File: config.mk
export PLATFORM = sky130hd
export DESIGN_NAME = layer_sched
export DESIGN_NICKNAME = d
export VERILOG_FILES = /design/src/rtl/layer_sched.sv
export SDC_FILE = /design/constraint.sdc
export NUM_CORES = 1
export LEC_CHECK = 0
export CAP_MARGIN = 10
export CORE_MARGIN = 1
export CORE_UTILIZATION = 61
export CTS_BUF_LIST = sky130_fd_sc_hd__clkbuf_8
export DETAILED_ROUTE_END_ITERATION = 12
export GPL_TIMING_DRIVEN = 0
export PLACE_DENSITY = 0.95
export SYNTH_ARGS = -nofsm -noshare
export SYNTH_HDL_FRONTEND = slang
export SYNTH_SLANG_ARGS = --single-unit
File: constraint.sdc
create_clock -name clk -period 5.8 [get_ports clk]
set_clock_uncertainty 0.2 [all_clocks]
set_input_delay 1.16 -clock clk [delete_from_list [all_inputs] [get_ports clk]]
set_output_delay 1.16 -clock clk [all_outputs]
set_load 0.01 [all_outputs]
File: src/rtl/layer_sched.sv
// layer_sched
//   Layer sequencer for the LeNet accelerator. A start pulse walks the layers
//   C1,S2,C3,S4,C5,FC,OL in order. For each weight layer it publishes the
//   weight-BRAM address window and holds fetch_req until fetch_done arrives.
//   Every layer then gets a one-cycle core_start and waits for core_done.
//   A per-phase watchdog moves the sequencer to ERR if FETCH or RUN hangs.
//
//   state | meaning
//   IDLE  | waiting for start, all outputs low
//   FETCH | weight window being pushed from BRAM to FIFO (fetch_req high)
//   ARM   | single cycle, core_start pulse for current layer
//   RUN   | core working on current layer, waiting for core_done
//   DONE  | all seven layers finished, done high, start re-runs from C1
//   ERR   | watchdog expired, err high, only abort or rst leave
//
// Ports
//   clk, rst            clock, synchronous active-high reset
//   start, abort        run control (abort is a level, beats start)
//   fetch_done          BRAM fetch of the current window finished
//   core_done           core finished the current layer
//   layer_signal        layer code 1..7, 0 when not busy
//   addr_lo, addr_hi    inclusive weight window, 0 for pooling/inactive
//   fetch_req           high throughout FETCH
//   core_start          one-cycle pulse in ARM
//   busy, done, err     status flags
module layer_sched #(
  parameter int ADDR_W = 6,
  parameter int C1_LO  = 0,
  parameter int C1_HI  = 1,
  parameter int C3_LO  = 2,
  parameter int C3_HI  = 5,
  parameter int C5_LO  = 6,
  parameter int C5_HI  = 29,
  parameter int FC_LO  = 30,
  parameter int FC_HI  = 46,
  parameter int OL_LO  = 47,
  parameter int OL_HI  = 48,
  parameter int TO_W   = 16
) (
  input  logic              clk,
  input  logic              rst,
  input  logic              start,
  input  logic              abort,
  input  logic              fetch_done,
  input  logic              core_done,
  output logic [2:0]        layer_signal,
  output logic [ADDR_W-1:0] addr_lo,
  output logic [ADDR_W-1:0] addr_hi,
  output logic              fetch_req,
  output logic              core_start,
  output logic              busy,
  output logic              done,
  output logic              err
);

  typedef enum logic [2:0] {
    S_IDLE, S_FETCH, S_ARM, S_RUN, S_DONE, S_ERR
  } state_t;

  // Watchdog expires on the cycle that would bring the count to all-ones,
  // giving exactly 2**TO_W-1 cycles in a phase before ERR.
  localparam logic [TO_W-1:0] WD_LAST = {{(TO_W-1){1'b1}}, 1'b0};

  state_t          st, st_n;
  logic [2:0]      lyr, lyr_n;
  logic [TO_W-1:0] wd, wd_n;
  logic            wd_exp;
  logic            act_n;

  function automatic logic is_weight(input logic [2:0] l);
    return (l == 3'd1) || (l == 3'd3) || (l == 3'd5) || (l == 3'd6) || (l == 3'd7);
  endfunction

  function automatic logic [ADDR_W-1:0] win_lo(input logic [2:0] l);
    case (l)
      3'd1:    return ADDR_W'(C1_LO);
      3'd3:    return ADDR_W'(C3_LO);
      3'd5:    return ADDR_W'(C5_LO);
      3'd6:    return ADDR_W'(FC_LO);
      3'd7:    return ADDR_W'(OL_LO);
      default: return '0;
    endcase
  endfunction

  function automatic logic [ADDR_W-1:0] win_hi(input logic [2:0] l);
    case (l)
      3'd1:    return ADDR_W'(C1_HI);
      3'd3:    return ADDR_W'(C3_HI);
      3'd5:    return ADDR_W'(C5_HI);
      3'd6:    return ADDR_W'(FC_HI);
      3'd7:    return ADDR_W'(OL_HI);
      default: return '0;
    endcase
  endfunction

  assign wd_exp = (wd == WD_LAST);

  always_comb begin
    st_n  = st;
    lyr_n = lyr;
    wd_n  = wd;
    case (st)
      S_IDLE, S_DONE: begin
        if (start) begin
          st_n  = S_FETCH;
          lyr_n = 3'd1;
        end
      end
      S_FETCH: begin
        if (fetch_done)  st_n = S_ARM;
        else if (wd_exp) st_n = S_ERR;
        else             wd_n = wd + 1'b1;
      end
      S_ARM: st_n = S_RUN;
      S_RUN: begin
        if (core_done) begin
          if (lyr == 3'd7) begin
            st_n  = S_DONE;
            lyr_n = '0;
          end else begin
            lyr_n = lyr + 3'd1;
            st_n  = is_weight(lyr + 3'd1) ? S_FETCH : S_ARM;
          end
        end else if (wd_exp) begin
          st_n = S_ERR;
        end else begin
          wd_n = wd + 1'b1;
        end
      end
      S_ERR:   st_n = S_ERR;
      default: st_n = S_IDLE;
    endcase
    if (st_n == S_ERR) lyr_n = '0;
    if (abort) begin
      st_n  = S_IDLE;
      lyr_n = '0;
    end
    if (st_n != st) wd_n = '0;
    act_n = (st_n == S_FETCH) || (st_n == S_ARM) || (st_n == S_RUN);
  end

  // Outputs are decoded from the next state so they appear on the same edge
  // as the state they describe; lyr_n is already 0 outside active states.
  always_ff @(posedge clk) begin
    if (rst) begin
      st           <= S_IDLE;
      lyr          <= '0;
      wd           <= '0;
      layer_signal <= '0;
      addr_lo      <= '0;
      addr_hi      <= '0;
      fetch_req    <= 1'b0;
      core_start   <= 1'b0;
      busy         <= 1'b0;
      done         <= 1'b0;
      err          <= 1'b0;
    end else begin
      st           <= st_n;
      lyr          <= lyr_n;
      wd           <= wd_n;
      layer_signal <= lyr_n;
      addr_lo      <= win_lo(lyr_n);
      addr_hi      <= win_hi(lyr_n);
      fetch_req    <= (st_n == S_FETCH);
      core_start   <= (st_n == S_ARM);
      busy         <= act_n;
      done         <= (st_n == S_DONE);
      err          <= (st_n == S_ERR);
    end
  end

endmodule

==> flow_metrics.py, run 1 <==
metrics = {
    "run_status": {
        "status": "finished clean",
    },
    "setup_path": {
        "r2r_slack_ps": 3180,
        "cpPeakStageDelay_ps": 560,
        "r2r_cells": 8,
        "reg2reg_to": "wd[4]",
        "r2r-start": "wd[0]",
        "cp_data_arrival_time_ps": 3330,
        "startpoint": "core_done",
        "crit_buf_inv": 2,
        "endpoint": "wd[15]",
        "critPathTopFamily": "simple AND/OR/NAND/NOR gates",
        "end_kind": "flop",
        "cp_max_fo": 10,
        "critPathKind": "primary input to flop",
        "startpoint_type": "primary input",
        "crit_cells": 7,
        "cp.required_ps": 5810,
        "critPathSlowestCell": "or4_4",
        "crit_path_cell_trace": "clkdlybuf4s50_1, and2_1, nand3b_4, buf_6, or4_4, or3_1, a211oi_1",
    },
    "placement": {
        "placed_cells": 274,
        "gp_congestion": 0.831,
        "dp_hpwl_um": 2910,
        "placed_area_mm2": 0.00227,
        "place_ws_ps": 2230,
        "portBuffers": 25,
    },
    "pwr": {
        "swShare": 0.236,
        "power_density_mw_per_mm2": 221,
        "power_frac_seq": 0.489,
        "p_switching_uw": 124,
        "p_leak_nw": 0.828,
        "ir_drop_mv": 0.186,
        "p_clk_frac": 0.428,
        "combPwrFrac": 0.083,
        "internal_power_uw": 403,
    },
    "sta": {
        "hold_violations": 0,
        "slew_headroom": 0.628,
        "setup_violations": 0,
        "fin_tns_setup_ps": 0,
        "drv_slew": 0,
        "period_share": 0.572,
        "fin_ws_ps": 2480,
        "fmax_mhz": 302,
        "tightest_slew_ps": 554,
        "rsz0062_at_grt": "no",
        "period_needed_ps": 3320,
    },
    "synthesis": {
        "ys_types": 50,
        "ys_async_sr_fraction": 0,
        "synth_seq_cells": 37,
        "syn_nets": 216,
        "synthFlopType": "dfxtp_1",
        "synth_edf_count": 0,
        "synth_area_mm2": 0.00196,
        "yosys_warnings": 0,
        "ys_seq_area_frac": 0.377,
        "synthCells": 205,
        "avgSynthCellArea_um2": 9.58,
    },
    "min_path": {
        "hold_path_class": "flop to flop",
    },
    "grt": {
        "grt_pass1_vias": 1534,
        "grt_max_degree": 14,
        "grt_pass1_wl_um": 7070,
        "grtUsageTotal": 0.274,
        "antenna_found_initial": 0,
        "overflow": 0,
    },
    "final_layout": {
        "layout.area.seq_um2": 741,
        "nFillCells": 205,
        "multiInputGateArea_mm2": 0.00113,
        "fin_cells": 282,
        "final_area_mm2": 0.00238,
        "antenna_cells": 0,
        "num-nets-final": 248,
        "drive_above_1_share": 0.181,
        "area_growth_pct": 21.4,
    },
    "die": {
        "die-width_um": 58.7,
        "die-area_mm2": 0.00345,
        "dieHeight_um": 58.7,
        "start_util": 0.643,
        "core_region_area_mm2": 0.00305,
        "io_pins": 26,
        "rows": 20,
    },
    "route": {
        "via_count": 1649,
        "drtAntennaViolNets": 0,
        "via_per_inst": 5.85,
        "drtIter0Drc": 132,
        "drt_first_pass_iters": 4,
        "drc": 0,
        "wl_per_cell_um": 15.2,
        "wl_um": 4300,
    },
    "cts": {
        "cts_resized": 0,
        "cts_buffer_depth": 2,
        "cts_tree": "yes",
        "cts_buffers": 5,
        "clock_latency_ps": 290,
        "cts_sinks": 37,
        "postCtsSetupRepairBufs": 0,
        "clkTransAtPathRegs_ps": 80,
        "htreeDepth": 2,
        "holdBufCountCts": 0,
        "root_buffer": "clkbuf_8",
    },
    "run": {
        "drv_cap": 0,
    },
}
layer usage:
layer / part of all wire / vias to the layer above / track usage / wire (µm)
met4: 0.024 / 0 / 0.112 / 103
met2: 0.49 / 42 / 0.438 / 2120
li1: - / 810 / - / -
met3: 0.044 / 12 / 0.0637 / 191
met5: 0 / - / 0 / 0
met1: 0.44 / 785 / 0.355 / 1890
tightest hold or removal path, stage by stage (launching register included):
cell and delay, ps:
dfxtp_1 340, o21ai_0 80, a211oi_1 60
kinds of logic (layout without fill, tap and decap cells):
kind of cell,Yosys count,in the layout,synth area share
DFF,37,37,0.377
muxes,4,4,0.0242
adders and majority gates,5,5,0.0318
buffers and inverters,15,48,0.0471
and+or+nand+nor,100,100,0.338
xor gates and xnor gates,12,12,0.0535
AOI/OAI and AO/OA,32,32,0.129
power groups by stage:
| stage | Sequential, mW | Clock [mW] | Combinational (mW) |
|---|---|---|---|
| after floorplan | 0.265 | 0 | 0.0280 |
| after global placement | 0.264 | 0 | 0.0416 |
| after detailed placement | 0.264 | 0 | 0.0425 |
| after CTS | 0.258 | 0.229 | 0.0436 |
| after global routing | 0.259 | 0.239 | 0.0474 |
| final | 0.258 | 0.226 | 0.0438 |
placed cells by master (no fill, tap or decap), drive strengths merged, types with 3 or more instances in the layout:
cell type and count:
nor2 16, a21oi 4, clkdlybuf4s50 25, and2 4, inv 6, nor3b 3
mux2 3, o21ai 9, nor4 7, xnor2 12, dfxtp 37, a211oi 9
buf 8, nand2b 7, clkbuf 6, ha 5, nor3 23, nand3 7
nand2 11, or3 4, nand4 4
registers in the layout, summed over array words and instances (netlist names):
name,cells
addr_hi,5
busy,1
core_start,1
wd,16
err,1
fetch_req,1
addr_lo,5
lyr,3
st,3
done,1
cells in the mapped netlist, types with 2 or more instances:
| library cell | count | area [µm²] |
|---|---|---|
| mux2_2 | 2 | 22.5 |
| ha_1 | 5 | 62.6 |
| buf_6 | 3 | 33.8 |
| inv_1 | 6 | 22.5 |
| nor3_2 | 11 | 110 |
| nand2_1 | 11 | 41.3 |
| and2_1 | 4 | 25.0 |
| or3_1 | 4 | 25.0 |
| a22oi_1 | 2 | 15.0 |
| nor2_1 | 16 | 60.1 |
| nand3_1 | 7 | 35.0 |
| xnor2_1 | 12 | 105 |
| a21oi_1 | 4 | 20.0 |
| nand2b_1 | 7 | 43.8 |
| and4b_1 | 2 | 20.0 |
| nand4_2 | 2 | 25.0 |
| or4_4 | 2 | 22.5 |
| buf_4 | 3 | 22.5 |
| nor3b_1 | 3 | 22.5 |
| nor3_1 | 12 | 60.1 |
| buf_2 | 2 | 10.0 |
| dfxtp_1 | 37 | 741 |
| a211oi_1 | 8 | 60.1 |
| nor4_1 | 6 | 37.5 |
| nand4_1 | 2 | 12.5 |
| o21ai_0 | 8 | 40.0 |
cell type report:
class / count / area share
multi-input combinational: 153 / 0.474
clock buffer: 5 / 0.0289
sequential: 37 / 0.311
tap: 44 / 0.0231
clock inverter: 3 / 0.0194
inverter: 6 / 0.00944
buffer: 9 / 0.0294
timing repair buffer: 25 / 0.105
stage by stage:
step                hold slack [ps]  total power [mW]  utilization
floorplan                       275             0.293            -
global placement                294             0.306        0.743
detailed placement              310             0.307        0.743
CTS                             324             0.531        0.781
global route                    337             0.545        0.781
finish                          321             0.528        0.781
how the worst min path moves through the flow:
stage | startpoint | to | slack (ps) | depth (start not counted)
final | wd[13] | wd[13] | 320 | 2
after global routing | wd[13] | wd[13] | 340 | 2
after CTS | wd[13] | wd[13] | 320 | 2
after detailed placement | wd[13] | wd[13] | 310 | 2
after global placement | wd[13] | wd[13] | 290 | 2
after floorplan | wd[15] | wd[15] | 270 | 2
Note: power is estimated with default switching activity, not from simulation.
==> inputs of run 2 (changes only) <==
CORE_UTILIZATION = 51   (was 61)
PLACE_DENSITY = 0.86   (was 0.95)
clock period = 2.8 ns   (was 5.8 ns; I/O delays follow)
==> flow_metrics.py, run 2 (same netlist as run 1, synthesis figures left out) <==
metrics = {
    "die": {
        "die-width_um": 64.1,
        "dieHeight_um": 64.1,
        "die-area_mm2": 0.00410,
        "start_util": 0.533,
        "core_region_area_mm2": 0.00369,
        "rows": 22,
        "io_pins": 26,
    },
    "cts": {
        "cts_tree": "yes",
        "holdBufCountCts": 0,
        "clkTransAtPathRegs_ps": 80,
        "cts_buffers": 5,
        "root_buffer": "clkbuf_8",
        "cts_sinks": 37,
        "clock_latency_ps": 290,
        "cts_buffer_depth": 2,
        "htreeDepth": 2,
    },
    "placement": {
        "placed_area_mm2": 0.00227,
        "gp_congestion": 0.907,
        "place_ws_ps": -215,
        "dp_hpwl_um": 2940,
        "portBuffers": 25,
    },
    "sta": {
        "slew_headroom": 0.628,
        "rsz0062_at_grt": "no",
        "period_needed_ps": 2720,
        "period_share": 0.973,
        "hold_violations": 0,
        "fin_ws_ps": 75.7,
        "fmax_mhz": 367,
        "setup_violations": 0,
        "tightest_slew_ps": 553,
        "drv_slew": 0,
    },
    "route": {
        "drtIter0Drc": 201,
        "via_count": 1631,
        "wl_per_cell_um": 14.1,
        "via_per_inst": 5.70,
        "drc": 0,
        "drtAntennaViolNets": 0,
        "drt_first_pass_iters": 4,
        "wl_um": 4050,
    },
    "setup_path": {
        "startpoint_type": "flop",
        "end_kind": "flop",
        "cp.required_ps": 2770,
        "cp_data_arrival_time_ps": 2690,
        "critPathKind": "flop to flop",
        "cp_max_fo": 7,
    },
    "final_layout": {
        "num-nets-final": 248,
        "largest_reg_flops": 16,
        "layout.area.seq_um2": 741,
        "drive_above_1_share": 0.181,
        "antenna_cells": 0,
        "reg_top3": "wd: 16 flops, addr_hi: 5 flops, addr_lo: 5 flops",
        "final_area_mm2": 0.00239,
        "area_growth_pct": 21.8,
        "mostFrequentLayoutCell": "dfxtp_1",
        "final_cell_mix": "dfxtp_1, clkdlybuf4s50_1, nor2_1",
        "nFillCells": 324,
        "largest-register": "wd",
        "multiInputGateArea_mm2": 0.00113,
    },
    "grt": {
        "grtUsageTotal": 0.216,
        "grt_max_degree": 14,
        "overflow": 0,
        "grt_pass1_wl_um": 6910,
        "antenna_found_initial": 0,
        "grt_pass1_vias": 1557,
    },
    "run": {
        "drv_cap": 0,
    },
    "run_status": {
        "status": "finished clean",
    },
    "pwr": {
        "power_density_mw_per_mm2": 456,
        "p_leak_nw": 0.837,
        "ir_drop_mv": 0.319,
    },
    "min_path": {
        "hold_path_class": "flop to flop",
    },
}
run 2: cell count changes in the layout (fill, tap and decap cells not counted), sizes merged:
cell	before	now
dlymetal6s2s	0	1
clkdlybuf4s50	25	24
run 2: final cells by class:
type,instances,area share
Buffer,9,0.0293
Clock buffer,5,0.0288
Clock inverter,3,0.0194
Inverter,6,0.00941
Multi-Input combinational cell,153,0.473
Sequential cell,37,0.310
Tap cell,48,0.0251
Timing Repair Buffer,25,0.106
run 2: per-layer routing:
layer / routed length, µm / GRT usage / up-vias
met5: 0 / 0 / -
met2: 1910 / 0.336 / 38
li1: - / - / 809
met1: 1850 / 0.278 / 769
met4: 125 / 0.111 / 0
met3: 160 / 0.0500 / 15
run 2: what timing repair did:
action	4_1_cts	5_1_grt
resized for setup	0	1
endpoints found under the setup margin	0	2
buffers inserted	0	0
hold endpoints to repair	0	0
run 2: final timing paths:
check,startpoint,endpoint,slack [ps],cells past startpoint
min reg2reg,wd[13],wd[13],320,2
min,wd[13],wd[13],320,2
max reg2reg,wd[0],wd[1],80,7
max,wd[0],wd[1],80,7
run 2: power breakdown:
| group | internal [mW] | switching (mW) | total, mW | leakage [nW] |
|---|---|---|---|---|
| sequential | 0.531 | 0.00381 | 0.535 | 0.299 |
| combinational | 0.0381 | 0.0509 | 0.0890 | 0.484 |
| clock | 0.266 | 0.200 | 0.466 | 0.0543 |
run 2: critical path: stages, from the launching register on:
cell	delay, ps
dfxtp_1	340
inv_1	80
ha_1	200
nand4_2	180
or4_4	640
o21ai_2	280
mux2_4	390
a2111oi_0	300
run 2: per-stage QoR:
step | hold WS [ps] | total power [mW] | setup TNS [ps] | util | cells
after global routing | 346 | 1.12 | 0 | 0.649 | 286
after detailed placement | 312 | 0.635 | -1500 | 0.617 | 278
after floorplan | 275 | 0.606 | 0 | - | 205
final | 317 | 1.09 | 0 | 0.649 | 286
after CTS | 321 | 1.10 | 0 | 0.648 | 286
after global placement | 296 | 0.633 | -1120 | 0.617 | 278
